## src/rtl/bsg_manycore_dram_req_issue_if.sv

```systemverilog
// rtl/bsg_manycore_dram_req_issue_if.sv - request-in / launch-out bundle of the DRAM request issue stage
// slave: the issue stage; master: the tile endpoint on the request side and the launcher on the head side
interface bsg_manycore_dram_req_issue_if #(
  parameter int data_width_p   = 32,
  parameter int addr_width_p   = 28,
  parameter int x_cord_width_p = 7,
  parameter int y_cord_width_p = 7
);
  logic                      v_i;
  logic [data_width_p-1:0]   eva_i;
  logic [data_width_p-1:0]   data_i;
  logic [data_width_p/8-1:0] mask_i;
  logic                      we_i;
  logic                      ready_o;

  logic                      v_o;
  logic [x_cord_width_p-1:0] x_cord_o;
  logic [y_cord_width_p-1:0] y_cord_o;
  logic [addr_width_p-1:0]   epa_o;
  logic [data_width_p-1:0]   data_o;
  logic [data_width_p/8-1:0] mask_o;
  logic                      we_o;
  logic                      yumi_i;

  modport slave (
    input  v_i, eva_i, data_i, mask_i, we_i, yumi_i,
    output ready_o, v_o, x_cord_o, y_cord_o, epa_o, data_o, mask_o, we_o
  );

  modport master (
    output v_i, eva_i, data_i, mask_i, we_i, yumi_i,
    input  ready_o, v_o, x_cord_o, y_cord_o, epa_o, data_o, mask_o, we_o
  );
endinterface

```

## src/rtl/bsg_manycore_dram_req_issue.sv

```systemverilog
// rtl/bsg_manycore_dram_req_issue.sv - DRAM hash at accept, 2-entry in-order queue, outstanding-credit cap
// BSG_MANYCORE_DRAM_REQ_STATS_EN adds stat_issued_o / stat_stall_o counters
module bsg_manycore_dram_req_issue #(
  parameter int data_width_p                 = 32,
  parameter int addr_width_p                 = 28,
  parameter int x_cord_width_p               = 7,
  parameter int y_cord_width_p               = 7,
  parameter int pod_x_cord_width_p           = 3,
  parameter int pod_y_cord_width_p           = 4,
  parameter int x_subcord_width_p            = 4,
  parameter int y_subcord_width_p            = 3,
  parameter int num_vcache_rows_p            = 1,
  parameter int vcache_block_size_in_words_p = 8,
  parameter int max_out_credits_p            = 32,
  localparam int credit_width_lp             = $clog2(max_out_credits_p+1)
) (
  input  logic                          clk_i,
  input  logic                          reset_n_i,
  input  logic [pod_x_cord_width_p-1:0] pod_x_i,
  input  logic [pod_y_cord_width_p-1:0] pod_y_i,
  bsg_manycore_dram_req_issue_if.slave  req_if,
  input  logic                          credit_return_i,
  output logic [credit_width_lp-1:0]    credits_o,
  output logic                          idle_o
`ifdef BSG_MANYCORE_DRAM_REQ_STATS_EN
  ,
  output logic [31:0]                   stat_issued_o,
  output logic [31:0]                   stat_stall_o
`endif
);
  localparam int blk_lp      = $clog2(vcache_block_size_in_words_p);
  localparam int row_lp      = $clog2(2*num_vcache_rows_p);
  localparam int xsub_lsb_lp = 2 + blk_lp;
  localparam int row_lsb_lp  = xsub_lsb_lp + x_subcord_width_p;
  localparam int idx_lsb_lp  = row_lsb_lp + row_lp;
  localparam int idx_w_lp    = addr_width_p - 1 - blk_lp;
  localparam logic [credit_width_lp-1:0] max_credits_lp = credit_width_lp'(max_out_credits_p);

  typedef struct packed {
    logic [x_cord_width_p-1:0] x;
    logic [y_cord_width_p-1:0] y;
    logic [addr_width_p-1:0]   epa;
    logic [data_width_p-1:0]   data;
    logic [data_width_p/8-1:0] mask;
    logic                      we;
  } entry_t;

  typedef enum logic [1:0] {S_EMPTY, S_ONE, S_FULL} q_state_e;

  q_state_e                     r_state, w_state_nxt;
  logic                         w_not_full, w_not_empty;
  entry_t                       r_mem [2];
  logic                         r_wr_ptr, r_rd_ptr;
  logic [credit_width_lp-1:0]   r_credits;
  logic                         w_enq, w_deq;
  entry_t                       w_entry, w_head;

  // Hash: word offset | x subcord | row id | index, with the EVA MSB dropped
  logic [x_subcord_width_p-1:0]  w_x_sub;
  logic [row_lp-1:0]             w_row_id, w_row_num;
  logic                          w_south;
  logic [y_subcord_width_p-1:0]  w_y_sub;
  logic [pod_y_cord_width_p-1:0] w_pod_y_dst;
  logic [data_width_p-1:0]       w_eva_nomsb, w_idx_full;
  logic                          w_unused;

  assign w_x_sub     = req_if.eva_i[xsub_lsb_lp +: x_subcord_width_p];
  assign w_row_id    = req_if.eva_i[row_lsb_lp +: row_lp];
  assign w_south     = w_row_id[0];
  assign w_row_num   = w_row_id >> 1;
  // South pod's vcache rows count down from the top edge, north pod's up from the bottom edge
  assign w_y_sub     = w_south ? y_subcord_width_p'(w_row_num) : ~y_subcord_width_p'(w_row_num);
  assign w_pod_y_dst = w_south ? pod_y_i + pod_y_cord_width_p'(1) : pod_y_i - pod_y_cord_width_p'(1);
  assign w_eva_nomsb = {1'b0, req_if.eva_i[data_width_p-2:0]};
  assign w_idx_full  = w_eva_nomsb >> idx_lsb_lp;
  assign w_unused    = ^{req_if.eva_i[data_width_p-1], w_idx_full[data_width_p-1:idx_w_lp]};

  assign w_entry.x    = {pod_x_i, w_x_sub};
  assign w_entry.y    = {w_pod_y_dst, w_y_sub};
  assign w_entry.epa  = {1'b0, w_idx_full[idx_w_lp-1:0], req_if.eva_i[2 +: blk_lp]};
  assign w_entry.data = req_if.data_i;
  assign w_entry.mask = req_if.mask_i;
  assign w_entry.we   = req_if.we_i;

  always_comb begin
    w_state_nxt = r_state;
    w_not_full  = 1'b1;
    w_not_empty = 1'b0;
    case (r_state)
      S_EMPTY: if (w_enq) w_state_nxt = S_ONE;
      S_ONE: begin
        w_not_empty = 1'b1;
        if (w_enq && !w_deq) w_state_nxt = S_FULL;
        else if (w_deq && !w_enq) w_state_nxt = S_EMPTY;
      end
      S_FULL: begin
        w_not_full  = 1'b0;
        w_not_empty = 1'b1;
        if (w_deq) w_state_nxt = S_ONE;
      end
      default: w_state_nxt = S_EMPTY;
    endcase
  end

  assign req_if.ready_o = reset_n_i & w_not_full & (r_credits != '0);
  assign req_if.v_o     = reset_n_i & w_not_empty;
  assign w_enq          = req_if.v_i & req_if.ready_o;
  assign w_deq          = req_if.yumi_i & req_if.v_o;

  always_ff @(posedge clk_i) begin
    if (!reset_n_i) begin
      r_state  <= S_EMPTY;
      r_wr_ptr <= 1'b0;
      r_rd_ptr <= 1'b0;
    end else begin
      r_state <= w_state_nxt;
      if (w_enq) r_wr_ptr <= ~r_wr_ptr;
      if (w_deq) r_rd_ptr <= ~r_rd_ptr;
    end
  end

  always_ff @(posedge clk_i) begin
    if (w_enq) r_mem[r_wr_ptr] <= w_entry;
  end

  assign w_head          = r_mem[r_rd_ptr];
  assign req_if.x_cord_o = w_head.x;
  assign req_if.y_cord_o = w_head.y;
  assign req_if.epa_o    = w_head.epa;
  assign req_if.data_o   = w_head.data;
  assign req_if.mask_o   = w_head.mask;
  assign req_if.we_o     = w_head.we;

  always_ff @(posedge clk_i) begin
    if (!reset_n_i) begin
      r_credits <= max_credits_lp;
    end else if (w_enq && !credit_return_i) begin
      r_credits <= r_credits - credit_width_lp'(1);
    end else if (!w_enq && credit_return_i && r_credits != max_credits_lp) begin
      r_credits <= r_credits + credit_width_lp'(1);
    end
  end

  assign credits_o = r_credits;
  assign idle_o    = reset_n_i & ~w_not_empty & (r_credits == max_credits_lp);

`ifdef BSG_MANYCORE_DRAM_REQ_STATS_EN
  logic [31:0] r_stat_issued, r_stat_stall;
  always_ff @(posedge clk_i) begin
    if (!reset_n_i) begin
      r_stat_issued <= '0;
      r_stat_stall  <= '0;
    end else begin
      if (w_deq) r_stat_issued <= r_stat_issued + 32'd1;
      if (req_if.v_i && !req_if.ready_o) r_stat_stall <= r_stat_stall + 32'd1;
    end
  end
  assign stat_issued_o = r_stat_issued;
  assign stat_stall_o  = r_stat_stall;
`endif

  a_yumi_needs_valid: assert property (@(posedge clk_i) disable iff (!reset_n_i)
    !(req_if.yumi_i && !req_if.v_o))
    else $error("dram_req_issue: yumi_i asserted while v_o=0");

  a_credit_overflow: assert property (@(posedge clk_i) disable iff (!reset_n_i)
    !(credit_return_i && !w_enq && r_credits == max_credits_lp))
    else $error("dram_req_issue: credit returned with all credits already available");
endmodule
```

## src/flat_wrapper.sv

```systemverilog
// flat-port wrapper written by rule: the top's interface ports become plain ports
module bsg_manycore_dram_req_issue_flat 
#(
  parameter int data_width_p                 = 32,
  parameter int addr_width_p                 = 28,
  parameter int x_cord_width_p               = 7,
  parameter int y_cord_width_p               = 7,
  parameter int pod_x_cord_width_p           = 3,
  parameter int pod_y_cord_width_p           = 4,
  parameter int x_subcord_width_p            = 4,
  parameter int y_subcord_width_p            = 3,
  parameter int num_vcache_rows_p            = 1,
  parameter int vcache_block_size_in_words_p = 8,
  parameter int max_out_credits_p            = 32,
  localparam int credit_width_lp             = $clog2(max_out_credits_p+1)
)
  (clk_i, reset_n_i, pod_x_i, pod_y_i, credit_return_i, credits_o, idle_o, req_if_v_i, req_if_eva_i, req_if_data_i, req_if_mask_i, req_if_we_i, req_if_yumi_i, req_if_ready_o, req_if_v_o, req_if_x_cord_o, req_if_y_cord_o, req_if_epa_o, req_if_data_o, req_if_mask_o, req_if_we_o);
  bsg_manycore_dram_req_issue_if #(.data_width_p(data_width_p), .addr_width_p(addr_width_p), .x_cord_width_p(x_cord_width_p), .y_cord_width_p(y_cord_width_p)) req_if_i ();
  input  logic clk_i;
  input  logic reset_n_i;
  input  logic [pod_x_cord_width_p-1:0] pod_x_i;
  input  logic [pod_y_cord_width_p-1:0] pod_y_i;
  input  logic credit_return_i;
  output logic [credit_width_lp-1:0] credits_o;
  output logic idle_o;
  input wire logic [$bits(req_if_i.v_i)-1:0] req_if_v_i;
  input wire logic [$bits(req_if_i.eva_i)-1:0] req_if_eva_i;
  input wire logic [$bits(req_if_i.data_i)-1:0] req_if_data_i;
  input wire logic [$bits(req_if_i.mask_i)-1:0] req_if_mask_i;
  input wire logic [$bits(req_if_i.we_i)-1:0] req_if_we_i;
  input wire logic [$bits(req_if_i.yumi_i)-1:0] req_if_yumi_i;
  output wire logic [$bits(req_if_i.ready_o)-1:0] req_if_ready_o;
  output wire logic [$bits(req_if_i.v_o)-1:0] req_if_v_o;
  output wire logic [$bits(req_if_i.x_cord_o)-1:0] req_if_x_cord_o;
  output wire logic [$bits(req_if_i.y_cord_o)-1:0] req_if_y_cord_o;
  output wire logic [$bits(req_if_i.epa_o)-1:0] req_if_epa_o;
  output wire logic [$bits(req_if_i.data_o)-1:0] req_if_data_o;
  output wire logic [$bits(req_if_i.mask_o)-1:0] req_if_mask_o;
  output wire logic [$bits(req_if_i.we_o)-1:0] req_if_we_o;
  assign req_if_i.v_i = req_if_v_i;
  assign req_if_i.eva_i = req_if_eva_i;
  assign req_if_i.data_i = req_if_data_i;
  assign req_if_i.mask_i = req_if_mask_i;
  assign req_if_i.we_i = req_if_we_i;
  assign req_if_i.yumi_i = req_if_yumi_i;
  assign req_if_ready_o = req_if_i.ready_o;
  assign req_if_v_o = req_if_i.v_o;
  assign req_if_x_cord_o = req_if_i.x_cord_o;
  assign req_if_y_cord_o = req_if_i.y_cord_o;
  assign req_if_epa_o = req_if_i.epa_o;
  assign req_if_data_o = req_if_i.data_o;
  assign req_if_mask_o = req_if_i.mask_o;
  assign req_if_we_o = req_if_i.we_o;
  bsg_manycore_dram_req_issue #(.data_width_p(data_width_p), .addr_width_p(addr_width_p), .x_cord_width_p(x_cord_width_p), .y_cord_width_p(y_cord_width_p), .pod_x_cord_width_p(pod_x_cord_width_p), .pod_y_cord_width_p(pod_y_cord_width_p), .x_subcord_width_p(x_subcord_width_p), .y_subcord_width_p(y_subcord_width_p), .num_vcache_rows_p(num_vcache_rows_p), .vcache_block_size_in_words_p(vcache_block_size_in_words_p), .max_out_credits_p(max_out_credits_p)) u_core (.clk_i(clk_i), .reset_n_i(reset_n_i), .pod_x_i(pod_x_i), .pod_y_i(pod_y_i), .req_if(req_if_i), .credit_return_i(credit_return_i), .credits_o(credits_o), .idle_o(idle_o));
endmodule
```

## config.mk

```make
export PLATFORM = sky130hd
export DESIGN_NAME = bsg_manycore_dram_req_issue_flat
export DESIGN_NICKNAME = d
export VERILOG_FILES = /design/src/rtl/bsg_manycore_dram_req_issue_if.sv /design/src/rtl/bsg_manycore_dram_req_issue.sv /design/src/flat_wrapper.sv
export SDC_FILE = /design/constraint.sdc
export NUM_CORES = 1
export LEC_CHECK = 0
export BUFFER_PORTS_ARGS = -buffer_cell sky130_fd_sc_hd__buf_2
export CAP_MARGIN = 5
export CORE_AREA = 2 2 81 160
export DETAILED_ROUTE_END_ITERATION = 12
export DIE_AREA = 0 0 83 162
export PLACE_DENSITY = 0.82
export SLEW_MARGIN = 20
export SYNTH_ARGS = -nofsm -noshare
export SYNTH_HDL_FRONTEND = slang
export SYNTH_SLANG_ARGS = --single-unit
```

## constraint.sdc

```tcl
create_clock -name clk_i -period 5.65 [get_ports clk_i]
set_input_delay 0.565 -clock clk_i [delete_from_list [all_inputs] [get_ports clk_i]]
set_output_delay 0.565 -clock clk_i [all_outputs]
set_load 0.02 [all_outputs]
```

==> qor.log, run 1 <==
[cts] level count of the clock H-tree 4
[die] I/O pin total 169
[global_routing] initial antenna violation count 1
[power_and_ir_drop] combinational fraction of design power 0.216
[detailed_routing] post-detailed-route via-to-cell ratio 5.203
[detailed_routing] First-pass DRT Iterations 5
[critical_path] Setup Crit Path Kind reg2reg
[synth] count of cell types in the netlist 37
[sta] final critical-path setup slack 2.563 ns
[min_path] min-delay src req_if_eva_i[16]
[synth] Ys Warns 0
[min_path] number of cells traversed by the worst hold path 1
[critical_path] FF-to-FF path depth 10
[synth] share of synthesized flip-flops with an asynchronous set or reset 0
[critical_path] critical path startpoint category flop
[sta] Final period util 0.5464
[cells_and_area] Non-Filler Cell Area, Final 7711 um^2
[critical_path] slowest CP cell sky130_fd_sc_hd__a211oi_2
[die] width of the die 83 um
[sta] setup repair after global routing missed its margin false
[die] Vert. Die Dim 162 um
[cts] count of hold buffers inserted by post-cts repair 0
[placement] Post-Place Cell Area 7172 um^2
[min_path] WHS Endpoint u_core.r_mem[1][46]$_DFFE_PP_
[critical_path] biggest cell delay along the critical path 0.51 ns
[power_and_ir_drop] net switching fraction of the power 0.2906
[critical_path] biggest fanout along the worst timing path 6
[run_status] run status completed
[placement] total half-perimeter wirelength after legalization and detailed placement 8158 um
[placement] cell count after placement 630
[critical_path] cell chain of the critical path inv_1 > ha_1 > nand3b_2 > a211oi_2 > ha_1 > a211oi_1 > o21bai_1 > a21o_1 > a41oi_1 > o221ai_1
[cts] clock slew at reported path FFs 0.06 ns
[power_and_ir_drop] internal power 2.226 mW
[cts] Post-CTS Setup Inserts 0
[critical_path] endpoint type of the worst setup path flop
[sta] tightest hold margin 0.3476 ns
[global_routing] pin count of the biggest net entering global routing 74
[job] max-capacitance violation count 0
[detailed_routing] count of routing violations after the opening detailed-route iteration 162
[cts] clock tree root buffer cell sky130_fd_sc_hd__clkbuf_16
[cts] clk_lat worst skew 0.40 ns
[cells_and_area] diode insertion count for antenna repair 0
[power_and_ir_drop] Seq pwr share 0.460
[die] Total Die Area 13,450 um^2
[sta] Layout Skew 0.01012 ns
[detailed_routing] Routed WL per cell 17.59 um
[cells_and_area] layout net count 595
[synth] Most used DFF post-synth sky130_fd_sc_hd__edfxtp_1
[synth] sequential-to-total area share from yosys stat 0.7452
[critical_path] reg-to-reg setup timing slack 2.56 ns
[die] Initial Utilization 0.5066
[critical_path] launch instance of the worst register-to-register path u_core.r_state[0]$_SDFFE_PN0P_
[critical_path] Arrival @ worst endpoint 3.35 ns
[sta] count of final max-slew check failures 0
[detailed_routing] Detail Route Antenna Nets 0
[cells_and_area] most common cell after layout, fill and taps aside sky130_fd_sc_hd__buf_2
[synth] Gate Count Post-Synth 332
[placement] routability-driven placement congestion ratio 0.7836
[cells_and_area] non-filler cells in the finished layout 661
[detailed_routing] total wire length after detailed routing 11,630 um
[power_and_ir_drop] net switching component of the power 911.8 uW
[detailed_routing] DRC Markers 0
[sta] worst-case headroom to the max-slew limit 0.3292
[cells_and_area] layout cells sized above 1 0.5370
[synth] number of flops mapped to enable cells by yosys 146
[cts] Post-CTS Resized 0
[synth] synthesis-stage register bit count 157
[die] number of rows created at floorplan 57
[synth] average instance area after synthesis 18.61 um^2
[power_and_ir_drop] ratio of total power to cell area 406.9 nW/um^2
[sta] slew at the pin closest to its max-slew limit 1.006 ns
[die] Core Footprint 12,200 um^2
[global_routing] number of global-route vias before repair 3,674
[sta] Hold Violations, Final 0
[power_and_ir_drop] power share of the clock group 0.324
[sta] final worst path period need 3.087 ns
[global_routing] combined global-route utilization of all metal layers 0.1762
[power_and_ir_drop] P_leak 2.937 nW
[cells_and_area] end-of-flow core utilization 0.6323
[critical_path] library cell appearing most often on the critical path sky130_fd_sc_hd__ha_1
[cells_and_area] relative area change from synthesis to final layout 24.81%
[sta] total negative setup slack 0 ns
[sta] highest achievable clock rate 323.9 MHz
[cells_and_area] fillers 893
[power_and_ir_drop] total power of the final layout 3.137 mW
[cts] clock tree from TritonCTS built
[cells_and_area] commonest cells after routing, fill and taps aside 161 x sky130_fd_sc_hd__buf_2, 146 x sky130_fd_sc_hd__edfxtp_1, 73 x sky130_fd_sc_hd__mux2_2
[critical_path] CP Data Required Time 5.92 ns
[global_routing] grt ovf 0
[placement] pre-CTS setup slack 2.614 ns
[cts] clock buffer depth 2
[cts] total CTS buffers 17
[placement] # port buffers 161
[min_path] worst hold path class in2reg
[cts] CTS Sinks 157
[sta] number of setup violations in the final report 0
[global_routing] global-route wire length before repair 18,130 um
[synth] cell area after technology mapping 6178 um^2
[critical_path] capture point of the worst reg-to-reg path u_core.credits_o[5]$_SDFFE_PN1P_
[detailed_routing] overall via count from detail_route 3,439
[power_and_ir_drop] worst voltage drop across the vdd grid 0.0002725 V
cells in the mapped netlist (3+ instances only):
master / count / area share
sky130_fd_sc_hd__mux2_2: 73 / 0.13
sky130_fd_sc_hd__and2_1: 4 / 0.0040
sky130_fd_sc_hd__edfxtp_1: 146 / 0.71
sky130_fd_sc_hd__nand3_1: 6 / 0.0049
sky130_fd_sc_hd__inv_1: 9 / 0.0055
sky130_fd_sc_hd__o31ai_1: 4 / 0.0049
sky130_fd_sc_hd__nor2_1: 9 / 0.0055
sky130_fd_sc_hd__clkbuf_1: 9 / 0.0055
sky130_fd_sc_hd__ha_1: 10 / 0.020
sky130_fd_sc_hd__xnor2_1: 4 / 0.0057
sky130_fd_sc_hd__a21o_1: 4 / 0.0049
sky130_fd_sc_hd__dfxtp_1: 11 / 0.036
sky130_fd_sc_hd__buf_4: 6 / 0.0073
sky130_fd_sc_hd__a211oi_1: 4 / 0.0049
sky130_fd_sc_hd__a21oi_1: 3 / 0.0024
sky130_fd_sc_hd__xor2_1: 4 / 0.0057
registers in the layout, indices dropped and copies added (netlist names), named ones only:
register / cells
u_core.r_wr_ptr: 1
u_core.r_rd_ptr: 1
u_core.r_state: 2
u_core.r_mem: 146
u_core.credits_o: 6
layout make-up:
cell class | count | area [um^2] | share of cell area
flip-flops and latches | 157 | 4608 | 0.5976
multi-input cells | 153 | 1478 | 0.1916
inverters | 9 | 33.78 | 0.004381
repair buffers | 164 | 868.3 | 0.1126
clock inverters | 13 | 110.1 | 0.01428
well taps | 147 | 183.9 | 0.02385
clock buffers | 18 | 429.2 | 0.05565
layer usage:
layer  wire (um)  vias up  GRT usage  share of wire
li1            -     1626          -              -
met1        3695     1661     0.1635           0.32
met2        7084      130     0.3471           0.61
met3         580       22    0.04573          0.050
met4         268        0    0.08197          0.023
met5           0        -          0              0
worst max-delay path, delay by kind of cell (launching register included):
kind,cells,cell delay (ns)
buffers and inverters,1,0.09
and+or+nand+nor,1,0.29
adders and majority gates,2,0.62
AOI/OAI and AO/OA,6,1.58
DFF,1,0.36
kinds of logic after synthesis:
logic type / count (synthesis) / share of synthesized area
AND/OR/NAND/NOR: 26 / 0.02430
adder cells (fa/ha/maj): 12 / 0.02673
XOR/XNOR: 8 / 0.01134
flip-flops: 157 / 0.7452
other: 1 / 0.0006070
AO/OA/AOI/OAI: 29 / 0.03807
buffers and inverters: 25 / 0.01903
multiplexers: 74 / 0.1347
how the worst max path moves through the flow:
stage	cells after the start	to	start	slack, ns
floorplan	5	u_core.r_mem[0][0]$_DFFE_PP_	u_core.r_state[0]$_SDFFE_PN0P_	0.98
global placement	6	u_core.r_mem[0][56]$_DFFE_PP_	u_core.r_state[0]$_SDFFE_PN0P_	2.60
detailed placement	10	u_core.credits_o[5]$_SDFFE_PN1P_	u_core.r_state[0]$_SDFFE_PN0P_	2.61
CTS	10	u_core.credits_o[5]$_SDFFE_PN1P_	u_core.r_state[0]$_SDFFE_PN0P_	2.59
global route	10	u_core.credits_o[5]$_SDFFE_PN1P_	u_core.r_state[0]$_SDFFE_PN0P_	2.42
finish	10	u_core.credits_o[5]$_SDFFE_PN1P_	u_core.r_state[0]$_SDFFE_PN0P_	2.56
power by group through the flow:
stage	Clock, mW	Combinational (mW)	Sequential [mW]
CTS	1.05	0.684	1.45
floorplan	0	0.512	1.42
finish	1.02	0.678	1.44
detailed placement	0	0.681	1.47
global placement	0	0.655	1.47
global route	1.09	0.720	1.46
No activity file was read; power rests on OpenSTA's default activity.
==> run 2, diff against run 1 <==
==> constraint.sdc (replaced) <==
create_clock -name clk_i -period 3 [get_ports clk_i]
set_input_delay 0.3 -clock clk_i [delete_from_list [all_inputs] [get_ports clk_i]]
set_output_delay 0.3 -clock clk_i [all_outputs]
set_load 0.02 [all_outputs]
==> qor.log, run 2 (synthesis gave the netlist of run 1 again) <==
[run_status] run status completed
[cts] clk_lat worst skew 0.41 ns [about the same]
[power_and_ir_drop] P_leak 2.980 nW [+1.5%]
[power_and_ir_drop] ratio of total power to cell area 778.6 nW/um^2 [+91%]
[detailed_routing] post-detailed-route via-to-cell ratio 5.310 [+2.1%]
[global_routing] number of global-route vias before repair 3,926 [+6.9%]
[placement] Post-Place Cell Area 7207 um^2 [+0.49%]
[cells_and_area] Non-Filler Cell Area, Final 7794 um^2 [+1.1%]
[detailed_routing] First-pass DRT Iterations 4 [-1]
[detailed_routing] Routed WL per cell 18.29 um [+4.0%]
[cts] clock tree from TritonCTS built
[sta] final worst path period need 2.765 ns [-0.3219 ns]
[detailed_routing] DRC Markers 0 [unchanged]
[cts] Post-CTS Setup Inserts 0 [unchanged]
[sta] total negative setup slack 0 ns [unchanged]
[die] Vert. Die Dim 162 um [unchanged]
[detailed_routing] total wire length after detailed routing 12,200 um [+4.9%]
[cells_and_area] most common cell after layout, fill and taps aside sky130_fd_sc_hd__buf_2
[die] I/O pin total 169 [unchanged]
[placement] # port buffers 161 [unchanged]
[cells_and_area] layout net count 600 [+0.84%]
[die] width of the die 83 um [unchanged]
[sta] setup repair after global routing missed its margin false
[cts] clock buffer depth 2 [unchanged]
[detailed_routing] overall via count from detail_route 3,542 [+3.0%]
[cells_and_area] layout cells sized above 1 0.5442 [+0.007266]
[critical_path] critical path startpoint category flop
[sta] highest achievable clock rate 361.6 MHz [+12%]
[sta] number of setup violations in the final report 0 [unchanged]
[critical_path] endpoint type of the worst setup path flop
[sta] final critical-path setup slack 0.2348 ns [-2.328 ns]
[cts] total CTS buffers 17 [unchanged]
[sta] Layout Skew 0.009873 ns [-0.0002456 ns]
[cells_and_area] relative area change from synthesis to final layout 26.14%
[cells_and_area] number of flip-flops in the largest register 146 [unchanged]
[cells_and_area] fillers 900 [+0.78%]
[power_and_ir_drop] power share of the clock group 0.337 [+0.013]
[die] Core Footprint 12,200 um^2 [unchanged]
[sta] Hold Violations, Final 0 [unchanged]
[detailed_routing] count of routing violations after the opening detailed-route iteration 134 [-17%]
[power_and_ir_drop] total power of the final layout 6.068 mW [+93%]
[detailed_routing] Detail Route Antenna Nets 0 [unchanged]
[power_and_ir_drop] net switching fraction of the power 0.2819 [-0.008732]
[sta] count of final max-slew check failures 0 [unchanged]
[global_routing] grt ovf 0 [unchanged]
[sta] worst-case headroom to the max-slew limit 0.6544 [+0.3253]
[die] number of rows created at floorplan 57 [unchanged]
[cts] count of hold buffers inserted by post-cts repair 0 [unchanged]
[global_routing] global-route wire length before repair 19,030 um [+5.0%]
[power_and_ir_drop] worst voltage drop across the vdd grid 0.0005874 V [+120%]
[global_routing] pin count of the biggest net entering global routing 44 [-41%]
[global_routing] combined global-route utilization of all metal layers 0.1841 [+0.007915]
[sta] slew at the pin closest to its max-slew limit 0.5145 ns [-0.4918 ns]
[job] max-capacitance violation count 0 [unchanged]
[cells_and_area] Reg with most FFs u_core.r_mem
[power_and_ir_drop] internal power 4.358 mW [+96%]
[power_and_ir_drop] Seq pwr share 0.438 [-0.022]
[die] Total Die Area 13,450 um^2 [unchanged]
[cts] level count of the clock H-tree 4 [unchanged]
[min_path] worst hold path class in2reg
[power_and_ir_drop] net switching component of the power 1.711 mW [+88%]
[global_routing] initial antenna violation count 0 [-1]
[cells_and_area] diode insertion count for antenna repair 0 [unchanged]
[critical_path] biggest fanout along the worst timing path 6 [unchanged]
[placement] pre-CTS setup slack 0.2335 ns [-2.381 ns]
[cts] clock tree root buffer cell sky130_fd_sc_hd__clkbuf_16
[cts] clock slew at reported path FFs 0.07 ns [about the same]
[critical_path] Arrival @ worst endpoint 3.03 ns [-0.32 ns]
[placement] routability-driven placement congestion ratio 0.8160 [+4.1%]
[critical_path] CP Data Required Time 3.27 ns [-2.65 ns]
[cells_and_area] commonest cells after routing, fill and taps aside 161 x sky130_fd_sc_hd__buf_2, 146 x sky130_fd_sc_hd__edfxtp_1, 73 x sky130_fd_sc_hd__mux2_2
[sta] Final period util 0.9217 [+0.3753]
[critical_path] Setup Crit Path Kind reg2reg
[placement] total half-perimeter wirelength after legalization and detailed placement 8709 um [+6.7%]
[power_and_ir_drop] combinational fraction of design power 0.225 [+0.009]
[cts] CTS Sinks 157 [unchanged]
[die] Initial Utilization 0.5066 [unchanged]
run 2: changes by cell type in the layout (fill, tap and decap cells not counted), sizes merged:
cell / change
buf: +5
bufinv: +2
inv: -2
clkbuf: +1
run 2: through the flow:
| step | hold slack [ns] | instances | util |
|---|---|---|---|
| floorplan | 0.3989 | 335 | - |
| global placement | 0.4886 | 635 | 0.5910 |
| detailed placement | 0.4920 | 635 | 0.5910 |
| CTS | 0.06062 | 667 | 0.6380 |
| global route | 0.05898 | 667 | 0.6391 |
| finish | 0.07829 | 667 | 0.6391 |
run 2: repair_timing:
action                     CTS  global route
hold endpoints to repair     0             0
resized for setup            0             2
setup endpoints to repair    0             1
run 2: layout make-up:
class / instances / area, um^2 / share of cell area
flip-flops and latches: 157 / 4608 / 0.5913
multi-input cells: 153 / 1490 / 0.1912
repair buffers: 169 / 903.4 / 0.1159
clock buffers: 19 / 432.9 / 0.05555
well taps: 147 / 183.9 / 0.02360
clock inverters: 13 / 141.4 / 0.01814
inverters: 9 / 33.78 / 0.004335
run 2: power by group through the flow:
stage / clock, mW / sequential (mW) / combinational, mW
after global routing: 2.16 / 2.68 / 1.46
after detailed placement: 0 / 2.71 / 1.36
after floorplan: 0 / 2.66 / 0.967
after CTS: 2.08 / 2.66 / 1.37
after global placement: 0 / 2.69 / 1.33
final: 2.04 / 2.66 / 1.36
run 2: worst paths after layout:
| kind | from | end | slack, ns | cells after the start |
|---|---|---|---|---|
| worst max-delay path | u_core.r_state[0]$_SDFFE_PN0P_ | u_core.credits_o[5]$_SDFFE_PN1P_ | 0.23 | 10 |
| worst min-delay path | req_if_data_i[9] | u_core.r_mem[1][14]$_DFFE_PP_ | 0.08 | 1 |
| worst max register to register | u_core.r_state[0]$_SDFFE_PN0P_ | u_core.credits_o[5]$_SDFFE_PN1P_ | 0.23 | 10 |
| worst min register to register | u_core.r_rd_ptr$_SDFFE_PN0P_ | u_core.r_rd_ptr$_SDFFE_PN0P_ | 0.53 | 2 |
run 2: critical path: stages (launching register included):
cell                       delay, ns
sky130_fd_sc_hd__dfxtp_1        0.36
sky130_fd_sc_hd__inv_1          0.09
sky130_fd_sc_hd__ha_1           0.25
sky130_fd_sc_hd__nand3b_2       0.31
sky130_fd_sc_hd__a211oi_4       0.29
sky130_fd_sc_hd__ha_1           0.32
sky130_fd_sc_hd__a211oi_2       0.26
sky130_fd_sc_hd__o21bai_1       0.11
sky130_fd_sc_hd__a21o_1         0.24
sky130_fd_sc_hd__o31ai_1        0.24
sky130_fd_sc_hd__o221ai_1       0.15
run 2: per-layer routing:
layer | global-route usage | vias to the layer above | wire length, um
met5 | 0 | - | 0
met4 | 0.09389 | 0 | 437
met3 | 0.05285 | 32 | 519
met2 | 0.3640 | 125 | 7311
met1 | 0.1622 | 1751 | 3932
li1 | - | 1634 | -
==> run 3, diff against run 2 <==
--- a/config.mk
+++ b/config.mk
@@ -10,6 +10,7 @@
 export CORE_AREA = 2 2 81 160
 export DETAILED_ROUTE_END_ITERATION = 12
 export DIE_AREA = 0 0 83 162
+export MAX_ROUTING_LAYER = met4
 export PLACE_DENSITY = 0.82
 export SLEW_MARGIN = 20
 export SYNTH_ARGS = -nofsm -noshare
==> constraint.sdc (replaced) <==
create_clock -name clk_i -period 2.6 [get_ports clk_i]
set_input_delay 0.26 -clock clk_i [delete_from_list [all_inputs] [get_ports clk_i]]
set_output_delay 0.26 -clock clk_i [all_outputs]
set_load 0.02 [all_outputs]
==> qor.log, run 3 (synthesis gave the netlist of run 1 again) <==
[run_status] run status completed
[cts] clock slew at reported path FFs 0.07 ns [about the same]
[cells_and_area] most common cell after layout, fill and taps aside sky130_fd_sc_hd__buf_2
[global_routing] grt ovf 0 [unchanged]
[min_path] worst hold path class in2reg
[min_path] min-delay src req_if_eva_i[5]
[detailed_routing] DRC Markers 0 [unchanged]
[die] Vert. Die Dim 162 um [unchanged]
[die] Initial Utilization 0.5066 [unchanged]
[global_routing] combined global-route utilization of all metal layers 0.1907 [+0.006570]
[critical_path] Setup Crit Path Kind reg2reg
[critical_path] endpoint type of the worst setup path flop
[job] max-capacitance violation count 0 [unchanged]
[cells_and_area] layout net count 605 [+0.83%]
[sta] final worst path period need 2.495 ns [-0.2703 ns]
[die] Total Die Area 13,450 um^2 [unchanged]
[detailed_routing] post-detailed-route via-to-cell ratio 5.237 [-1.4%]
[global_routing] pin count of the biggest net entering global routing 41 [-6.8%]
[min_path] number of cells traversed by the worst hold path 1 [unchanged]
[cts] CTS Sinks 157 [unchanged]
[die] number of rows created at floorplan 57 [unchanged]
[sta] slew at the pin closest to its max-slew limit 0.5352 ns [+0.02065 ns]
[critical_path] Arrival @ worst endpoint 2.77 ns [-0.26 ns]
[cells_and_area] number of flip-flops in the largest register 146 [unchanged]
[cells_and_area] commonest cells after routing, fill and taps aside 161 x sky130_fd_sc_hd__buf_2, 146 x sky130_fd_sc_hd__edfxtp_1, 73 x sky130_fd_sc_hd__mux2_2
[cells_and_area] fillers 892 [-0.89%]
[sta] highest achievable clock rate 400.8 MHz [+11%]
[power_and_ir_drop] Seq pwr share 0.434 [-0.004]
[cts] clk_lat worst skew 0.41 ns [about the same]
[power_and_ir_drop] net switching component of the power 2.040 mW [+19%]
[power_and_ir_drop] internal power 5.073 mW [+16%]
[detailed_routing] total wire length after detailed routing 12,380 um [+1.5%]
[die] I/O pin total 169 [unchanged]
[placement] total half-perimeter wirelength after legalization and detailed placement 8651 um [-0.67%]
[placement] routability-driven placement congestion ratio 0.8111 [-0.60%]
[critical_path] reg-to-reg setup timing slack 0.11 ns [-0.13 ns]
[min_path] WHS Endpoint u_core.r_mem[0][68]$_DFFE_PP_
[cells_and_area] end-of-flow core utilization 0.6499 [+0.01088]
[placement] # port buffers 161 [unchanged]
[critical_path] critical path startpoint category flop
[sta] Hold Violations, Final 0 [unchanged]
[cts] clock tree from TritonCTS built
[cells_and_area] relative area change from synthesis to final layout 28.29%
[detailed_routing] First-pass DRT Iterations 4 [unchanged]
[sta] count of final max-slew check failures 0 [unchanged]
[sta] number of setup violations in the final report 0 [unchanged]
[cells_and_area] layout cells sized above 1 0.5619 [+0.01767]
[cts] level count of the clock H-tree 4 [unchanged]
[global_routing] number of global-route vias before repair 3,816 [-2.8%]
[power_and_ir_drop] total power of the final layout 7.113 mW [+17%]
[critical_path] capture point of the worst reg-to-reg path u_core.credits_o[5]$_SDFFE_PN1P_
[die] width of the die 83 um [unchanged]
[global_routing] global-route wire length before repair 18,960 um [-0.36%]
[critical_path] CP Data Required Time 2.88 ns [-0.39 ns]
[power_and_ir_drop] power share of the clock group 0.341 [+0.004]
[detailed_routing] overall via count from detail_route 3,519 [-0.65%]
[die] Core Footprint 12,200 um^2 [unchanged]
[critical_path] launch instance of the worst register-to-register path u_core.r_state[0]$_SDFFE_PN0P_
[critical_path] biggest fanout along the worst timing path 4 [-2]
[detailed_routing] Routed WL per cell 18.42 um [+0.70%]
[cts] clock buffer depth 2 [unchanged]
[cells_and_area] Reg with most FFs u_core.r_mem
[cts] total CTS buffers 17 [unchanged]
[sta] Layout Skew 0.01198 ns [+0.002104 ns]
[global_routing] initial antenna violation count 0 [unchanged]
[power_and_ir_drop] P_leak 3.013 nW [+1.1%]
[cells_and_area] diode insertion count for antenna repair 0 [unchanged]
[sta] Final period util 0.9596 [+0.03786]
[critical_path] FF-to-FF path depth 12 [+2]
[cts] clock tree root buffer cell sky130_fd_sc_hd__clkbuf_16
[detailed_routing] count of routing violations after the opening detailed-route iteration 204 [+52%]
[power_and_ir_drop] combinational fraction of design power 0.225 [about the same]
[detailed_routing] Detail Route Antenna Nets 0 [unchanged]
[power_and_ir_drop] net switching fraction of the power 0.2867 [+0.004839]
[power_and_ir_drop] ratio of total power to cell area 897.4 nW/um^2 [+15%]
[sta] worst-case headroom to the max-slew limit 0.6432 [-0.01119]
[power_and_ir_drop] worst voltage drop across the vdd grid 0.0006217 V [+5.8%]
run 3: cell types whose count changed in the layout (fill, tap and decap cells not counted), moves of 2 or more:
cell                         before  now
sky130_fd_sc_hd__clkinv_2         3    0
sky130_fd_sc_hd__ha_1            10    7
sky130_fd_sc_hd__buf_12           3    5
sky130_fd_sc_hd__buf_4            5    7
sky130_fd_sc_hd__clkinvlp_4       3    5
sky130_fd_sc_hd__ha_4             0    2
sky130_fd_sc_hd__inv_8            0    2
run 3: how the worst max path moves through the flow:
stage                                             endpoint  cells past startpoint                      startpoint  slack [ns]
final                     u_core.credits_o[5]$_SDFFE_PN1P_                     12  u_core.r_state[0]$_SDFFE_PN0P_        0.11
after global routing      u_core.credits_o[5]$_SDFFE_PN1P_                     12  u_core.r_state[0]$_SDFFE_PN0P_       -0.03
after CTS                 u_core.credits_o[5]$_SDFFE_PN1P_                     10  u_core.r_state[0]$_SDFFE_PN0P_       0.002
after detailed placement  u_core.credits_o[5]$_SDFFE_PN1P_                     10  u_core.r_state[0]$_SDFFE_PN0P_       -0.13
after global placement    u_core.credits_o[5]$_SDFFE_PN1P_                     10  u_core.r_state[0]$_SDFFE_PN0P_        0.08
after floorplan           u_core.credits_o[5]$_SDFFE_PN1P_                     10  u_core.r_state[0]$_SDFFE_PN0P_        0.05
run 3: worst max-delay path, cell delays in order, from the launching register on:
cell and delay (ns):
sky130_fd_sc_hd__dfxtp_2 0.34, sky130_fd_sc_hd__inv_1 0.07, sky130_fd_sc_hd__ha_2 0.21, sky130_fd_sc_hd__nand3b_4 0.18, sky130_fd_sc_hd__a211oi_4 0.18, sky130_fd_sc_hd__buf_4 0.18
sky130_fd_sc_hd__buf_4 0.11, sky130_fd_sc_hd__ha_1 0.24, sky130_fd_sc_hd__o21ai_1 0.14, sky130_fd_sc_hd__o21bai_1 0.09, sky130_fd_sc_hd__a21o_1 0.24, sky130_fd_sc_hd__o31ai_2 0.21
sky130_fd_sc_hd__o221ai_1 0.16
run 3: cell type report:
type                       count  area [um^2]  area share
sequential                   157         4609      0.5815
clock inverter                14        158.9     0.02005
tap                          147        183.9     0.02320
inverter                       9        33.78    0.004262
clock buffer                  18        429.2     0.05414
multi-input combinational    153         1541      0.1945
timing repair buffer         174        969.7      0.1223
run 3: routing by layer:
metal,wire length [um],global-route usage,vias up
li1,-,-,1643
met1,4234,0.1839,1722
met2,7225,0.3541,131
met3,591,0.04675,23
met4,325,0.08420,0
met5,0,-,-
run 3: what timing repair did:
item | CTS | global route
gates resized for setup | 6 | 5
gates cloned | 0 | 0
pin swaps | 4 | 4
endpoints found under the setup margin | 2 | 2
setup buffers | 1 | 3
hold buffers | 0 | 0
run 3: power by group through the flow:
stage          Clock, mW  Combinational [mW]  Sequential (mW)
2_1_floorplan          0                1.12             3.07
3_3_place_gp           0                1.53             3.12
3_5_place_dp           0                1.58             3.14
4_1_cts             2.47                1.60             3.09
5_1_grt             2.56                1.71             3.11
6_report            2.43                1.60             3.09
run 3: per-stage QoR:
stage	setup TNS, ns	setup WS (ns)	cells	area [um^2]	hold slack [ns]
4_1_cts	0	0.001883	669	7865	0.01491
3_5_place_dp	-0.1897	-0.1323	636	7248	0.4511
5_1_grt	-0.03412	-0.03412	672	7926	0.02141
3_3_place_gp	0	0.07746	636	7248	0.4486
2_1_floorplan	0	0.04760	335	6207	0.3589
6_report	0	0.1050	672	7926	0.03282
